[src/rtl/lbnl_pixel_tot_counter.sv]
// Pixel front end: AFE static config, discriminator sync, ToT/timestamp capture.
// Optional registered hit_or output when LBNL_FE_HITOR_EN is defined.
module lbnl_pixel_tot_counter #(
    parameter int TOT_W       = 4,
    parameter int TS_W        = 8,
    parameter int SYNC_STAGES = 2
) (
    input  logic             clk,
    input  logic             rst_n,
    input  logic             cfg_wr,
    input  logic [10:0]      cfg_data,
    output logic             S0,
    output logic             S1,
    output logic [3:0]       DTH1,
    output logic [3:0]       DTH2,
    input  logic             outdis,
    input  logic [TS_W-1:0]  bx_cnt,
    output logic             hit_valid,
    input  logic             hit_ready,
    output logic [TOT_W-1:0] hit_tot,
    output logic [TS_W-1:0]  hit_ts,
    output logic             hit_lost
`ifdef LBNL_FE_HITOR_EN
    ,
    output logic             hit_or
`endif
);

    typedef enum logic [1:0] {
        IDLE,
        COUNT,
        HOLD
    } state_t;

    localparam logic [TOT_W-1:0] TOT_MAX = '1;

    state_t                 state_q;
    state_t                 state_d;
    logic                   en;
    logic [SYNC_STAGES-1:0] sync_q;
    logic                   disc_s;
    logic                   disc_d;
    logic                   lead;
    logic                   load;
    logic                   lost_d;
    logic [TOT_W-1:0]       tot;
    logic [TS_W-1:0]        ts;

    always_ff @(posedge clk or negedge rst_n) begin
        if (!rst_n) begin
            en   <= 1'b0;
            S0   <= 1'b0;
            S1   <= 1'b0;
            DTH1 <= 4'h0;
            DTH2 <= 4'h0;
        end else if (cfg_wr) begin
            en   <= cfg_data[10];
            S0   <= cfg_data[9];
            S1   <= cfg_data[8];
            DTH1 <= cfg_data[7:4];
            DTH2 <= cfg_data[3:0];
        end
    end

    // Flops idle high so a reset never fakes a discriminator edge.
    always_ff @(posedge clk or negedge rst_n) begin
        if (!rst_n) begin
            sync_q <= '1;
            disc_d <= 1'b0;
        end else begin
            sync_q <= {sync_q[SYNC_STAGES-2:0], outdis};
            disc_d <= disc_s;
        end
    end

    assign disc_s = ~sync_q[SYNC_STAGES-1];
    assign lead   = disc_s & ~disc_d;

    always_ff @(posedge clk or negedge rst_n) begin
        if (!rst_n) begin
            state_q <= IDLE;
        end else begin
            state_q <= state_d;
        end
    end

    always_comb begin
        state_d = state_q;
        unique case (state_q)
            IDLE: begin
                if (lead && en) state_d = COUNT;
            end
            COUNT: begin
                if (cfg_wr && !cfg_data[10]) state_d = IDLE;
                else if (!disc_s)            state_d = HOLD;
            end
            HOLD: begin
                if (hit_ready) state_d = (lead && en) ? COUNT : IDLE;
            end
            default: state_d = IDLE;
        endcase
    end

    always_comb begin
        hit_valid = (state_q == HOLD);
    end

    // A new hit may start from IDLE or on the cycle the held record drains.
    assign load   = lead && en &&
                    ((state_q == IDLE) || ((state_q == HOLD) && hit_ready));
    assign lost_d = lead && en && (state_q == HOLD) && !hit_ready;

    always_ff @(posedge clk or negedge rst_n) begin
        if (!rst_n) begin
            tot      <= '0;
            ts       <= '0;
            hit_lost <= 1'b0;
        end else begin
            hit_lost <= lost_d;
            if (load) begin
                tot <= TOT_W'(1);
                ts  <= bx_cnt;
            end else if ((state_q == COUNT) && disc_s && (tot != TOT_MAX)) begin
                tot <= tot + TOT_W'(1);
            end
        end
    end

    assign hit_tot = tot;
    assign hit_ts  = ts;

`ifdef LBNL_FE_HITOR_EN
    always_ff @(posedge clk or negedge rst_n) begin
        if (!rst_n) begin
            hit_or <= 1'b0;
        end else begin
            hit_or <= disc_s & en;
        end
    end
`endif

endmodule

[config.mk]
export PLATFORM = sky130hd
export DESIGN_NAME = lbnl_pixel_tot_counter
export DESIGN_NICKNAME = d
export VERILOG_FILES = /design/src/rtl/lbnl_pixel_tot_counter.sv
export SDC_FILE = /design/constraint.sdc
export NUM_CORES = 1
export LEC_CHECK = 0
export ABC_CLOCK_PERIOD_IN_PS = 1900
export BUFFER_PORTS_ARGS = -buffer_cell sky130_fd_sc_hd__buf_4
export CAP_MARGIN = 20
export CORE_MARGIN = 3
export CORE_UTILIZATION = 46
export CTS_CLUSTER_SIZE = 25
export DETAILED_ROUTE_END_ITERATION = 7
export GPL_TIMING_DRIVEN = 0
export PLACE_DENSITY_LB_ADDON = 0.3
export REMOVE_ABC_BUFFERS = 1
export SLEW_MARGIN = 20
export SYNTH_ARGS = -nofsm -noshare
export SYNTH_HDL_FRONTEND = slang
export SYNTH_SLANG_ARGS = --single-unit
[constraint.sdc]
create_clock -name clk -period 1.9 [get_ports clk]
set_input_delay 0.38 -clock clk [delete_from_list [all_inputs] [get_ports clk]]
set_output_delay 0.38 -clock clk [all_outputs]
set_load 0.02 [all_outputs]
Yosys cells after proc, flatten, opt, wreduce, memory -nomap -nowiden:

Index checks and enable logic that the tools add are counted.

* add/subtract/negate cells: 1
* equal/unequal tests: 6
* muxes and demuxes: 8
* bitwise logic cells: 3
* reduce and logical (&&, ||, !) cells: 14

Operators with widths (number)
* 1-bit logical AND: 8
* 2-bit 2-to-1 mux: 4
* 4-bit 2-to-1 mux: 2
* 2-bit case mux with 3 select lines: 1
* 4-bit by 1-bit adder with 4-bit output (second input constant): 1
* 4-bit != test (second input constant): 1
* 3-bit != test (second input constant): 1
* 3-bit AND reduction: 1
* 2-bit by 1-bit equality test with 1-bit output (second input constant): 1
* 2-bit equality test (second input constant): 1
* 1-bit logical NOT: 2
* 2-bit logical NOT: 1
* 2-bit by 1-bit != test with 1-bit output (second input constant): 1
* 2-bit != test (second input constant): 1
* 1-bit NOT: 2
* 2-bit nonzero test: 1
* 1-bit bitwise AND: 1
* 1-bit logical OR: 1
* 1-bit 2-to-1 mux: 1

* bits in registers: 29
* bits of input ports: 24
* output and inout port bits: 24
* logic and storage cells: 43

Longest topological paths before layout:

* word-level depth: 6
* mapped depth: 4

Worst setup path after synthesis:

OpenSTA, ideal clock, no wires.

* kind: register to register
* from: reg sync_q[1]
* to: reg ts[0], in the netlist hit_ts[0]
* data arrival time: 1.434 ns
* data required time: 1.775 ns
* slack: 0.341 ns
* stages on the path, launching flop included: 5
* buffers on the path: 1
* cell sequence: dfstp_2 -> or3b_4 -> nor3_2 -> buf_6 -> mux2_4

* longest elaborated chain between the ends: 4

RTL lines
* start: declaration: RTL line 40 `logic [SYNC_STAGES-1:0] sync_q;`
* start signal: assignment: RTL line 71 `sync_q <= {sync_q[SYNC_STAGES-2:0], outdis};`
* 1-bit NOT: RTL line 76 `assign disc_s = ~sync_q[SYNC_STAGES-1];`
* 1-bit bitwise AND: RTL line 77 `assign lead = disc_s & ~disc_d;`
* 1-bit logical AND (2 in series): RTL line 109 `assign load = lead && en &&`
* end signal: assignment: RTL line 122 `ts <= bx_cnt;`
* end: declaration: RTL line 47 `logic [TS_W-1:0] ts;`

No other way between the ends.
A chain may end at the register's enable or synchronous reset.

Final worst setup path:

* from: reg sync_q[1]
* to: reg ts[1], in the netlist hit_ts[1]

The elaborated chain is that of the path after synthesis.

==> qor.txt <==
status = finished clean
Hold Crit Depth = 1
Reg2Reg Capture Point = hit_ts[1]
combinational share of power = 30.8%
FF+latch count, synth = 29
Min-Delay Endpoint = sync_q[0]
Setup crit start kind = flip-flop
DR WL met3 = 269 um
clock tree from TritonCTS = built
Setup WS pre-CTS = -0.240 ns
root buf cell = clkbuf_4
Die Footprint = 3240 sq um
Leak = 0.810 nW
Syn Inst Count = 79
worst-path fanout max = 11
diodes inserted = 0
DIE HEIGHT = 56.9 um
fin crit share = 86.4%
Critical Path Start = sync_q[1]
H-tree levels = 2
Post-Syn Area = 1190 sq um
Sw Share = 30.3%
peak supply drop = 0.670 mV
Routed Antenna Nets = 0
Yosys cell types = 24
DR pass1 iterations = 2
power share of the clock group = 23.3%
DRT iter0 DRCs = 13
final total power = 1.76 mW
Final WS setup = 0.258 ns
worst r2r path cells = 4
vias in the first global route = 923
P_int = 1.23 mW
wire length of the first global-routing pass = 3910 um
Rel. slew slack = 75.9%
total negative slack = 0 ns
min Tclk post-route = 1.64 ns
top post-synthesis cells by area = dfrtp_1 57%, mux2_2 10%, mux2_4 10%
Nets = 158
wire per inst = 14.3 um
most frequent cells after synthesis = 27 x dfrtp_1, 11 x mux2_2, 8 x mux2_4, 4 x nand3_1, 3 x nor2b_1
Synth Flop Type = dfrtp_1
sequential cell area fraction in the yosys report = 61.1%
Die X = 56.9 um
Initial Utilization = 50.9%
total number of vias = 844
clk sinks = 29
Skew-Pair Late Insertion Delay = 0.31 ns
core area = 2340 sq um
max_cap viols = 0
reg2reg setup slack = 0.26 ns
count leader, synth = dfrtp_1
largest net degree at the start of global routing = 30
# fillers = 180
Hold Crit Class = in -> reg
dpl cells = 152
routability-driven placement congestion ratio = 0.772
Slew Viols, Final = 0
drc violations = 0
CP Class = reg -> reg
Post-synth EDFFs = 0
Critical Path AT = 1.84 ns
Worst setup EP type = flip-flop
Area growth syn-to-layout = 40.2%
worst r2r src = sync_q[1]
actual slew at the worst max-slew pin = 0.361 ns
Peak Freq = 609 MHz
Sequential Area = 728 sq um
Pwr Density = 1060 nW/um^2
hpwl dp = 1690 um
final setup vio count = 0
area of the multi-input gates = 447 sq um
Net Sw Power = 535 uW
Synth async-reset ratio = 100%
IO Port Bufs = 47
DR WL met2 = 1200 um
Via density = 5.21
RSZ-0062 raised after global routing = false
final non-filler cell total = 162
Ports = 48
DR top layer = met4
hold path start = outdis
row cnt = 17
final wirelength = 2320 um
synth warn = 0
clk buf depth = 2
Final Skew = 0.00575 ns
Reg power frac = 45.9%
Syn Area/Cell = 15.1 sq um
final number of hold-violating endpoints = 0
Clock Pin Slew Worst Setup and Hold Paths = 0.08 ns
Worst EP required = 2.10 ns
M1 wire length = 828 um
share of the synthesized area in the top cell type = 56.7%
cts bufs inserted = 5
layout cells sized above 1 = 59.7%
GRT Total Usage = 15.9%
initial antenna violation count = 0
dominant cell type by area after synthesis = dfrtp_1
Remaining Overflow, GRT = 0
-- per-layer routing --
| layer | vias to the layer above | global-route usage, % |
|---|---|---|
| li1 | 395 | - |
| met3 | 2 | 7.36 |
| met2 | 39 | 27.1 |
| met1 | 408 | 16.7 |
| met4 | 0 | 6.62 |
| met5 | - | 0 |
-- flip-flops by register name, summed over array words and instances, names as in the netlist --
name / count
DTH1: 4
DTH2: 4
S0: 1
S1: 1
disc_d: 1
en: 1
hit_lost: 1
hit_tot: 4
hit_ts: 8
state_q: 2
sync_q: 2
-- worst max path at each step --
| stage | to | depth (start not counted) |
|---|---|---|
| 6_report | hit_ts[1] | 4 |
| 4_1_cts | hit_ts[3] | 3 |
| 3_5_place_dp | hit_ts[3] | 3 |
| 2_1_floorplan | hit_ts[0] | 3 |
| 3_3_place_gp | hit_ts[7] | 3 |
| 5_1_grt | hit_ts[1] | 4 |
-- worst max-delay path, stage by stage, from the launching register on --
cell and delay [ns]:
dfstp_2 0.40, or3b_4 0.43, nor3_4 0.23, buf_12 0.17
mux2_4 0.30
-- metrics by stage --
step,hold slack [ns],util [%],area [sq um]
final,0.172,71.4,1670
after global routing,0.144,71.4,1670
after CTS,0.151,70.5,1650
after detailed placement,0.318,66.8,1560
after global placement,0.313,66.8,1560
after floorplan,0.0844,-,1180
-- power groups by stage --
stage	Clock (mW)	Combinational [mW]	Sequential, mW
2_1_floorplan	0	0.168	0.932
3_3_place_gp	0	0.524	0.810
3_5_place_dp	0	0.536	0.820
4_1_cts	0.429	0.545	0.810
5_1_grt	0.459	0.582	0.828
6_report	0.412	0.543	0.809
-- area by class of cell --
class | count | share of cell area (%)
Sequential cell | 29 | 43.6
Multi-Input combinational cell | 46 | 26.7
Timing Repair Buffer | 49 | 22.9
Clock buffer | 7 | 3.90
Tap cell | 28 | 2.10
Inverter | 2 | 0.449
Clock inverter | 1 | 0.300
-- cells in the final DEF, fill, tap and decap left out --
cell	instances
buf_4	47
mux2_4	8
a21o_2	1
dlygate4sd3_1	1
clkbuf_4	5
dfrtp_1	27
a21oi_1	1
and3_1	1
clkinv_2	1
nor3_4	1
clkbuf_8	2
mux2_2	11
o21ai_1	1
inv_1	2
nor2b_1	3
a32o_1	1
or3b_4	1
nand2b_1	1
nor3b_1	2
nor3_1	2
dfstp_2	2
mux2i_1	2
ha_1	1
o31ai_1	2
buf_12	1
nand3_1	4
o21ai_0	1
or3b_1	2
-- repair_timing --
item / 4_1_cts / 5_1_grt
endpoints found under the setup margin: 11 / 8
pin swaps: 0 / 1
cloned: 0 / 0
hold buffers: 1 / 0
endpoints found under the hold margin: 27 / 0
buffers inserted: 0 / 1
gates resized for setup: 1 / 0
-- cells by family (layout without fill, tap and decap cells) --
kind of cell             count (synthesis)  in the layout  synth area share, %
AO/OA/AOI/OAI                            7              7                 4.10
flip-flops                              29             29                 61.1
multiplexers                            21             21                 22.2
AND/OR/NAND/NOR                         17             17                 9.66
adder cells (fa/ha/maj)                  1              1                 1.05
buffers and inverters                    4             59                 1.89
No activity file was read; power rests on OpenSTA's default activity.
